<file path="src/rtl/debounced_input_pio_pkg.sv">
// Shared constants, types and helpers for the debounced input PIO.
package debounced_input_pio_pkg;

  localparam int NUM_INPUTS = 3;
  localparam int BIT_BUTTON = 0;
  localparam int BIT_SW0    = 1;

  localparam logic [1:0] ADDR_DATA = 2'd0;
  localparam logic [1:0] ADDR_MASK = 2'd1;
  localparam logic [1:0] ADDR_EDGE = 2'd2;
  localparam logic [1:0] ADDR_RAW  = 2'd3;

  typedef logic [NUM_INPUTS-1:0] in_vec_t;

  // Inputs that are electrically active-low; they idle at 1 and are
  // inverted so the logical view is "1 = asserted".
  localparam in_vec_t ACTIVE_LOW_MASK = 3'b001;

  // Zero-extend an input vector to a bus word.
  function automatic logic [31:0] pad_word(input in_vec_t v);
    return {{(32-NUM_INPUTS){1'b0}}, v};
  endfunction

  // Edge events: the button reports presses only, switches report any change.
  function automatic in_vec_t edge_events(input in_vec_t cur, input in_vec_t prev);
    in_vec_t ev;
    ev             = cur ^ prev;
    ev[BIT_BUTTON] = cur[BIT_BUTTON] & ~prev[BIT_BUTTON];
    return ev;
  endfunction

endpackage

</file>
<file path="src/rtl/debounced_input_pio_if.sv">
// Avalon-MM slave bus bundle for the debounced input PIO.
interface debounced_input_pio_if;

  logic [1:0]  avs_address;
  logic        avs_read;
  logic        avs_write;
  logic [31:0] avs_writedata;
  logic [31:0] avs_readdata;

  modport master (
    output avs_address,
    output avs_read,
    output avs_write,
    output avs_writedata,
    input  avs_readdata
  );

  modport slave (
    input  avs_address,
    input  avs_read,
    input  avs_write,
    input  avs_writedata,
    output avs_readdata
  );

endinterface

</file>
<file path="src/rtl/debounced_input_pio_debounce_cell.sv">
// One input lane: 2-flop synchronizer, stability counter and debounced flop.
module debounce_cell #(
  parameter int   DEBOUNCE_CYCLES = 500000,
  parameter int   CNT_W           = $clog2(DEBOUNCE_CYCLES+1),
  parameter logic RST_VAL         = 1'b0
) (
  input  logic i_clk,
  input  logic i_rst,
  input  logic i_raw,
  output logic o_sync,
  output logic o_deb
);

  localparam logic [CNT_W-1:0] CNT_LAST = CNT_W'(DEBOUNCE_CYCLES-1);

  logic             r_meta;
  logic             r_sync;
  logic             r_deb;
  logic [CNT_W-1:0] r_cnt;

  // Bring the asynchronous raw input into the clock domain.
  always_ff @(posedge i_clk) begin
    if (i_rst) begin
      r_meta <= RST_VAL;
      r_sync <= RST_VAL;
    end else begin
      r_meta <= i_raw;
      r_sync <= r_meta;
    end
  end

  // Accept the synchronized level only after it has differed for the full window.
  always_ff @(posedge i_clk) begin
    if (i_rst) begin
      r_cnt <= {CNT_W{1'b0}};
      r_deb <= RST_VAL;
    end else if (r_sync == r_deb) begin
      r_cnt <= {CNT_W{1'b0}};
    end else if (r_cnt == CNT_LAST) begin
      r_deb <= r_sync;
      r_cnt <= {CNT_W{1'b0}};
    end else begin
      r_cnt <= r_cnt + CNT_W'(1);
    end
  end

  assign o_sync = r_sync;
  assign o_deb  = r_deb;

endmodule

</file>
<file path="src/rtl/debounced_input_pio.sv">
// Debounced pushbutton/switch PIO with edge capture, mask and level IRQ.
module debounced_input_pio
  import debounced_input_pio_pkg::*;
#(
  parameter int DEBOUNCE_CYCLES = 500000,
  parameter int CNT_W           = $clog2(DEBOUNCE_CYCLES+1)
) (
  input  logic                       clk_clk,
  input  logic                       reset_reset,
  input  logic                       button_in,
  input  logic [1:0]                 switchs_in,
  debounced_input_pio_if.slave       avs,
  output logic                       irq
);

  in_vec_t w_raw;
  in_vec_t w_sync;
  in_vec_t w_deb;
  in_vec_t w_in;
  in_vec_t w_raw_view;
  in_vec_t w_edge_clr;
  logic    w_mask_we;
  logic [31:0] w_read_word;
  logic    w_unused_wdata;

  in_vec_t     r_in_prev;
  in_vec_t     r_mask;
  in_vec_t     r_edge;
  logic        r_irq;
  logic [31:0] r_readdata;

  assign w_raw[BIT_BUTTON]    = button_in;
  assign w_raw[BIT_SW0 +: 2]  = switchs_in;

  for (genvar g = 0; g < NUM_INPUTS; g++) begin : g_cell
    debounce_cell #(
      .DEBOUNCE_CYCLES (DEBOUNCE_CYCLES),
      .CNT_W           (CNT_W),
      .RST_VAL         (ACTIVE_LOW_MASK[g])
    ) u_cell (
      .i_clk  (clk_clk),
      .i_rst  (reset_reset),
      .i_raw  (w_raw[g]),
      .o_sync (w_sync[g]),
      .o_deb  (w_deb[g])
    );
  end

  // Logical views: button inverted so 1 means pressed.
  assign w_in       = w_deb  ^ ACTIVE_LOW_MASK;
  assign w_raw_view = w_sync ^ ACTIVE_LOW_MASK;

  assign w_unused_wdata = &{1'b0, avs.avs_writedata[31:NUM_INPUTS]};

  // Decode bus writes into mask load and edge-clear strobes.
  always_comb begin
    w_mask_we  = 1'b0;
    w_edge_clr = '0;
    if (avs.avs_write) begin
      case (avs.avs_address)
        ADDR_MASK: w_mask_we  = 1'b1;
        ADDR_EDGE: w_edge_clr = avs.avs_writedata[NUM_INPUTS-1:0];
        default:   w_mask_we  = 1'b0;
      endcase
    end else begin
      w_mask_we  = 1'b0;
      w_edge_clr = '0;
    end
  end

  // Select the register word returned by a read (pre-write values).
  always_comb begin
    w_read_word = 32'd0;
    case (avs.avs_address)
      ADDR_DATA: w_read_word = pad_word(w_in);
      ADDR_MASK: w_read_word = pad_word(r_mask);
      ADDR_EDGE: w_read_word = pad_word(r_edge);
      ADDR_RAW:  w_read_word = pad_word(w_raw_view);
      default:   w_read_word = 32'd0;
    endcase
  end

  // Edge capture (set wins over clear), mask register and registered IRQ.
  always_ff @(posedge clk_clk) begin
    if (reset_reset) begin
      r_in_prev <= '0;
      r_edge    <= '0;
      r_mask    <= '0;
      r_irq     <= 1'b0;
    end else begin
      r_in_prev <= w_in;
      r_edge    <= (r_edge & ~w_edge_clr) | edge_events(w_in, r_in_prev);
      if (w_mask_we) begin
        r_mask <= avs.avs_writedata[NUM_INPUTS-1:0];
      end else begin
        r_mask <= r_mask;
      end
      r_irq     <= |(r_edge & r_mask);
    end
  end

  // Read data register: loads on a read strobe, otherwise holds.
  always_ff @(posedge clk_clk) begin
    if (reset_reset) begin
      r_readdata <= 32'd0;
    end else if (avs.avs_read) begin
      r_readdata <= w_read_word;
    end else begin
      r_readdata <= r_readdata;
    end
  end

  assign avs.avs_readdata = r_readdata;
  assign irq              = r_irq;

endmodule
</file>
<file path="src/flat_wrapper.sv">
// flat-port wrapper written by rule: the top's interface ports become plain ports
module debounced_input_pio_flat import debounced_input_pio_pkg::*;
#(
  parameter int DEBOUNCE_CYCLES = 500000,
  parameter int CNT_W           = $clog2(DEBOUNCE_CYCLES+1)
)
  (clk_clk, reset_reset, button_in, switchs_in, irq, avs_avs_address, avs_avs_read, avs_avs_write, avs_avs_writedata, avs_avs_readdata);
  debounced_input_pio_if avs_i ();
  input  logic clk_clk;
  input  logic reset_reset;
  input  logic button_in;
  input  logic [1:0] switchs_in;
  output logic irq;
  input wire logic [$bits(avs_i.avs_address)-1:0] avs_avs_address;
  input wire logic [$bits(avs_i.avs_read)-1:0] avs_avs_read;
  input wire logic [$bits(avs_i.avs_write)-1:0] avs_avs_write;
  input wire logic [$bits(avs_i.avs_writedata)-1:0] avs_avs_writedata;
  output wire logic [$bits(avs_i.avs_readdata)-1:0] avs_avs_readdata;
  assign avs_i.avs_address = avs_avs_address;
  assign avs_i.avs_read = avs_avs_read;
  assign avs_i.avs_write = avs_avs_write;
  assign avs_i.avs_writedata = avs_avs_writedata;
  assign avs_avs_readdata = avs_i.avs_readdata;
  debounced_input_pio #(.DEBOUNCE_CYCLES(DEBOUNCE_CYCLES), .CNT_W(CNT_W)) u_core (.clk_clk(clk_clk), .reset_reset(reset_reset), .button_in(button_in), .switchs_in(switchs_in), .avs(avs_i), .irq(irq));
endmodule
</file>
<file path="config.mk">
export PLATFORM = sky130hd
export DESIGN_NAME = debounced_input_pio_flat
export DESIGN_NICKNAME = d
export VERILOG_FILES = /design/src/rtl/debounced_input_pio_pkg.sv /design/src/rtl/debounced_input_pio_if.sv /design/src/rtl/debounced_input_pio_debounce_cell.sv /design/src/rtl/debounced_input_pio.sv /design/src/flat_wrapper.sv
export SDC_FILE = /design/constraint.sdc
export NUM_CORES = 1
export LEC_CHECK = 0
export CAP_MARGIN = 0
export CORE_ASPECT_RATIO = 1.5
export CORE_UTILIZATION = 54
export CTS_BUF_LIST = sky130_fd_sc_hd__clkbuf_4
export DETAILED_ROUTE_END_ITERATION = 10
export PLACE_DENSITY = 0.92
export SLEW_MARGIN = 10
export SYNTH_ARGS = -nofsm -noshare
export SYNTH_HDL_FRONTEND = slang
export SYNTH_HIERARCHICAL = 1
export SYNTH_SLANG_ARGS = --single-unit
</file>
<file path="constraint.sdc">
create_clock -name clk_clk -period 2.4 [get_ports clk_clk]
set_input_delay 0.36 -clock clk_clk [delete_from_list [all_inputs] [get_ports clk_clk]]
set_output_delay 0.36 -clock clk_clk [all_outputs]
set_load 0.01 [all_outputs]
</file>
== Yosys cells after proc, flatten, opt, wreduce, memory -nomap -nowiden ==
Index checks and enable logic that the tools add are counted.

* Reduce and logical (&&, ||, !) cells: 8
* $add $sub $neg: 3
* $lt $le $gt $ge: 0
* Divide/modulo/power cells: 0
* Shifts and indexed selects: 0
* Muxes and demuxes: 5
* Eq/ne operators: 9
* Bitwise logic cells: 12
* Multiply operators: 0

{| class="wikitable"
|+ Operators with widths
! kind !! count
|-
| $pmux W32 S4 || 1
|-
| $add A19 B1 Y19 const B || 3
|-
| $eq A19 B19 Y1 const B || 3
|-
| $reduce_or A3 Y1 || 4
|-
| $and A3 B3 Y3 || 2
|-
| $mux W3 || 2
|-
| $not A1 Y1 || 6
|-
| $reduce_and A2 Y1 || 3
|-
| $eq A2 B2 Y1 const B || 2
|-
| $eq A1 B1 Y1 || 3
|-
| $not A3 Y3 || 1
|-
| $or A3 B3 Y3 || 1
|-
| $xor A3 B3 Y3 || 1
|-
| $eq A2 B1 Y1 const B || 1
|-
| $logic_not A2 Y1 || 1
|-
| $mux W1 || 2
|-
| $and A1 B1 Y1 || 1
|}

* Memories kept: 0
* Flip-flop bits (word level): 108
* ROM bits: 0
* RAM bits: 0
* Bits in latches: 0
* Bits of input ports: 41

== Longest topological paths before layout ==
Gate-level depths: netlist (run 1).

* Depth after elaboration: 6
* Mapped depth: 5

== Hierarchy ==
Netlist (run 1), hierarchy kept.

{| class="wikitable"
|+ By module, submodules not included
! module !! cells each !! area each (µm²) !! instances
|-
| debounce_cell (u_core.g_cell[0].u_cell) || 110 || 1051.0 || 1
|-
| debounce_cell (u_core.g_cell[1].u_cell) || 108 || 984.7 || 1
|-
| debounce_cell (u_core.g_cell[2].u_cell) || 109 || 984.7 || 1
|-
| debounced_input_pio || 84 || 777.0 || 1
|}

== Worst setup path before layout (run 1) ==
OpenSTA, ideal clock, no wires.

* Kind: register -> register
* From: register u_core.g_cell[2].u_cell.r_cnt[12]
* To: register u_core.g_cell[2].u_cell.r_deb
* Library setup time: 0.069 ns
* Arrival: 1.868 ns
* Cell stages (with the launch flop): 5
* Period minus slack after synthesis: 1.937 ns
* Data required time: 2.331 ns
* Setup slack: 0.463 ns
* Cells stage by stage: dfxtp_1 or4_1 or4_4 or4b_1 o21ai_1

* Longest elaborated chain between the ends: 2

{| class="wikitable"
|+ RTL lines
! what !! RTL line !! source
|-
| start, declared || debounced_input_pio_debounce_cell.sv:19 || <nowiki>logic [CNT_W-1:0] r_cnt;</nowiki>
|-
| start signal, assigned || debounced_input_pio_debounce_cell.sv:35 || <nowiki>r_cnt <= {CNT_W{1'b0}};</nowiki>
|-
| start signal, assigned || debounced_input_pio_debounce_cell.sv:38 || <nowiki>r_cnt <= {CNT_W{1'b0}};</nowiki>
|-
| start signal, assigned || debounced_input_pio_debounce_cell.sv:41 || <nowiki>r_cnt <= {CNT_W{1'b0}};</nowiki>
|-
| $eq A19 B19 Y1 || debounced_input_pio_debounce_cell.sv:39 || <nowiki>end else if (r_cnt == CNT_LAST) begin</nowiki>
|-
| $reduce_and A2 Y1 (no line) || n/a ||
|-
| end signal, assigned || debounced_input_pio_debounce_cell.sv:40 || <nowiki>r_deb <= r_sync;</nowiki>
|-
| end, declared || debounced_input_pio_debounce_cell.sv:18 || <nowiki>logic r_deb;</nowiki>
|}

No other way between the ends.
A chain may end at the register's enable or synchronous reset.

== Worst setup path after layout (run 1) ==
* From: register u_core.g_cell[2].u_cell.r_cnt[12]
* To: register u_core.g_cell[2].u_cell.r_cnt[3]

* Longest elaborated chain between the ends: 2

{| class="wikitable"
|+ RTL lines
! what !! RTL line
|-
| $eq A19 B19 Y1 || debounced_input_pio_debounce_cell.sv:39
|-
| $reduce_or A3 Y1 (no line) || n/a
|}

No other way between the ends.

==> results.cfg, run 1 <==
[timing]
finalCritPeriodShare_pct = 86.9
max_slew.worst_pin.slew_ns = 0.575
layout_min_cycle_time_ns = 2.09
fmax_mhz = 479
setup_viol = 0
final.setup.tns_ns = 0
rsz0062_at_grt = false
fin_hold_ws_ns = 0.444
hold_violations = 0
finClkSkew_ns = 0.0166
finalMaxSlewViolations = 0
relSlewSlack_pct = 61.3

[drt]
vias = 2877
drt_first_pass_iters = 7
route.detailed.drc = 6
detail_route.wl_per_cell_um = 13.2
drt_iter0_drc = 111
routed_via_density = 5.56
routed_wirelength_mm = 6.84
ant_nets = 0

[worst_setup_path]
critPathBufInv = 0
max_stage_delay_ns = 0.53
crit_fanout = 18
critPathLaunchType = flip-flop
path_class = reg2reg
worstPathRequired_ns = 2.70
cp-end-kind = flip-flop
slowest_stage = or4_1
crit_arrival_ns = 2.39
cp_cell_sequence = or4_1 -> or4_4 -> o21ai_4 -> nor2_1
crit_family = simple AND/OR/NAND/NOR gates

[floorplanning]
die_w_um = 70.5
start_util_pct = 55.4
die_area_um2 = 7380
core-area_um2 = 6850
fp.dieH_um = 105
io_pins = 74
std_cell_rows = 37

[flow_run]
maxCapViolations = 0

[clocking]
htree_levels = 3
cts_tree = done
clk_latency_ns = 0.43
clkTransAtPathRegs_ns = 0.14
clock_sinks = 79
ctsResizeCount = 0
cts_buffer_depth = 2
ctsRootBufferMaster = clkbuf_4
cts_setup_buffers = 0
cts_buffers = 9
cts_hold_buffers = 0

[global_route]
grt_pass1_wl_mm = 11.7
grt_max_degree = 19
grt_antenna_before_repair = 0
grtUsageTotal_pct = 19.8
grt_overflow = 0
first_global_vias = 2740

[yosys]
ys_async_sr_fraction_pct = 0
syn_area_per_cell_um2 = 9.24
yosys-top-cells-area = dfxtp_1 42%, xnor2_1 7.4%, nor2_1 6.4%
netlist.area_leader.share_pct = 41.6
yosys_warnings = 6
yosysSeqAreaShare_pct = 41.6
syn_inst = 411
synth_area_um2 = 3800
yosysTopAreaCell = dfxtp_1
synth_edf_count = 0
synthFlopType = dfxtp_1
ys_ff_latch = 79
yosysUniqueCellTypes = 50

[place]
gp_congestion = 0.867
hpwl_mm = 4.98
dp_cells = 501
portBuffers = 15

[hold_path]
hp-class = reg2reg

[cells_and_area]
nets = 478
fillerInstances = 545
antenna_cells = 0
drive_above_1_share_pct = 9.57
final_cells = 517
seq_area_um2 = 1580
multi_input_area_um2 = 2020
syn2layout_area_growth_pct = 6.52

[power_and_ir_drop]
power.leakage_nw = 1.36
p_per_area_nw_per_um2 = 531
ir_worst_vdd_mv = 0.220

[run_status]
status = complete, but fails checks
violations = design-rule violations
## synth_stat cells (2+ instances only)
master     count
and3_1         4
mux2i_1        7
nor2_2         2
nor4_1         9
xnor2_1       32
or3b_2         2
nand4bb_1      2
inv_1         14
or4b_1         2
o221ai_1       2
nand4_2        2
buf_6          2
or2_2          5
buf_2          2
nor2b_1        7
and2_1         4
nor2_1        65
o31ai_1        3
o21ai_4        3
nand3_1       23
nor3b_1        3
o21ai_1        2
or3_1          3
dfxtp_1       79
and4_1         5
or4_1          5
nand3b_1       2
nor3_1         9
nor4b_1        2
nand4_1       13
mux4_1         2
nand2b_1       3
or4_4          2
ha_1           3
buf_4         29
nand2_1       12
nand4_4        2
o21ai_0        7
xor2_1        14
a21oi_1       12
## registers in the layout (all words and copies together), names as in the netlist
register	cells
u_core/g_cell.u_cell/r_meta	3
u_core/g_cell.u_cell/r_cnt	57
u_core/r_mask	3
u_core/irq	1
u_core/r_in_prev	3
u_core/g_cell.u_cell/o_sync	3
u_core/avs.avs_readdata	3
u_core/r_edge	3
u_core/g_cell.u_cell/o_deb	3
## placed cells by master, fill, tap and decap left out, types with 3 or more instances in the layout
| cell type | instances |
|---|---|
| nor3b_1 | 3 |
| xor2_1 | 14 |
| or3_1 | 3 |
| inv_6 | 3 |
| nor2b_1 | 7 |
| nand3_1 | 23 |
| nand4_1 | 13 |
| inv_1 | 14 |
| or4_1 | 5 |
| a21oi_1 | 12 |
| xnor2_1 | 32 |
| ha_1 | 3 |
| mux2i_1 | 7 |
| dfxtp_1 | 79 |
| and3_1 | 4 |
| nor4_1 | 9 |
| or2_2 | 5 |
| and2_1 | 4 |
| o31ai_1 | 3 |
| o21ai_0 | 7 |
| clkbuf_4 | 9 |
| conb_1 | 29 |
| nor2_1 | 65 |
| clkdlybuf4s50_1 | 15 |
| and4_1 | 5 |
| nor3_1 | 9 |
| nand2b_1 | 3 |
| o21ai_4 | 3 |
| nand2_1 | 12 |
## final cells by class
| class | count | share of cell area, % |
|---|---|---|
| clock inverters | 7 | 1.55 |
| multi-input cells | 313 | 49.9 |
| flip-flops and latches | 79 | 39.1 |
| well taps | 78 | 2.41 |
| inverters | 14 | 1.30 |
| repair buffers | 17 | 4.08 |
| clock buffers | 9 | 1.67 |
## kinds of logic (layout without fill, tap and decap cells)
| kind of cell | Yosys count | count (layout) | synth area share (%) |
|---|---|---|---|
| AO/OA/AOI/OAI | 33 | 33 | 6.10 |
| XOR/XNOR | 46 | 46 | 10.6 |
| adder cells (fa/ha/maj) | 3 | 3 | 0.989 |
| buffers and inverters | 47 | 47 | 7.97 |
| flip-flops | 79 | 79 | 41.6 |
| multiplexers | 9 | 9 | 3.23 |
| other | 1 | 29 | 0.0988 |
| AND/OR/NAND/NOR | 193 | 193 | 29.4 |
## metal layers
| layer | wire [um] | part of all wire [%] | vias up | GRT usage (%) |
|---|---|---|---|---|
| li1 | - | - | 1436 | - |
| met1 | 2760 | 40 | 1357 | 20.6 |
| met2 | 3730 | 54 | 71 | 37.0 |
| met3 | 241 | 3.5 | 13 | 3.57 |
| met4 | 117 | 1.7 | 0 | 10.6 |
| met5 | 0 | 0 | - | 0 |
## metrics by stage
stage	util, %	cell area (um2)	worst slack (ns)	total power, mW
floorplan	-	3900	0.463	1.44
global placement	57.1	3920	0.379	1.44
detailed placement	57.1	3920	0.332	1.45
CTS	59.0	4050	0.310	2.18
global route	59.0	4050	0.215	2.24
finish	59.0	4050	0.313	2.15
## path summary, 6_finish.rpt
kind	to	slack [ns]	cells past startpoint	startpoint
setup / recovery	u_core/g_cell[2].u_cell/r_cnt[3]	0.31	4	u_core/g_cell[2].u_cell/r_cnt[12]
hold / removal	u_core/g_cell[0].u_cell/o_sync	0.44	1	u_core/g_cell[0].u_cell/r_meta
setup reg to reg	u_core/g_cell[2].u_cell/r_cnt[3]	0.31	4	u_core/g_cell[2].u_cell/r_cnt[12]
hold reg to reg	u_core/g_cell[0].u_cell/o_sync	0.44	1	u_core/g_cell[0].u_cell/r_meta
## power by group
group	total, mW	leakage, nW	switching, mW	internal [mW]
registers	1.33	0.638	0.00698	1.32
clock network	0.729	0.0694	0.496	0.234
logic	0.0909	0.657	0.0536	0.0373
Power figures use the tool's default switching activity.
==> inputs of run 2 (changes only) <==
Settings changed: GPL_TIMING_DRIVEN set to 1.
==> results of run 2 <==
Final layout, timing and power as in run 1 (identical DEF).
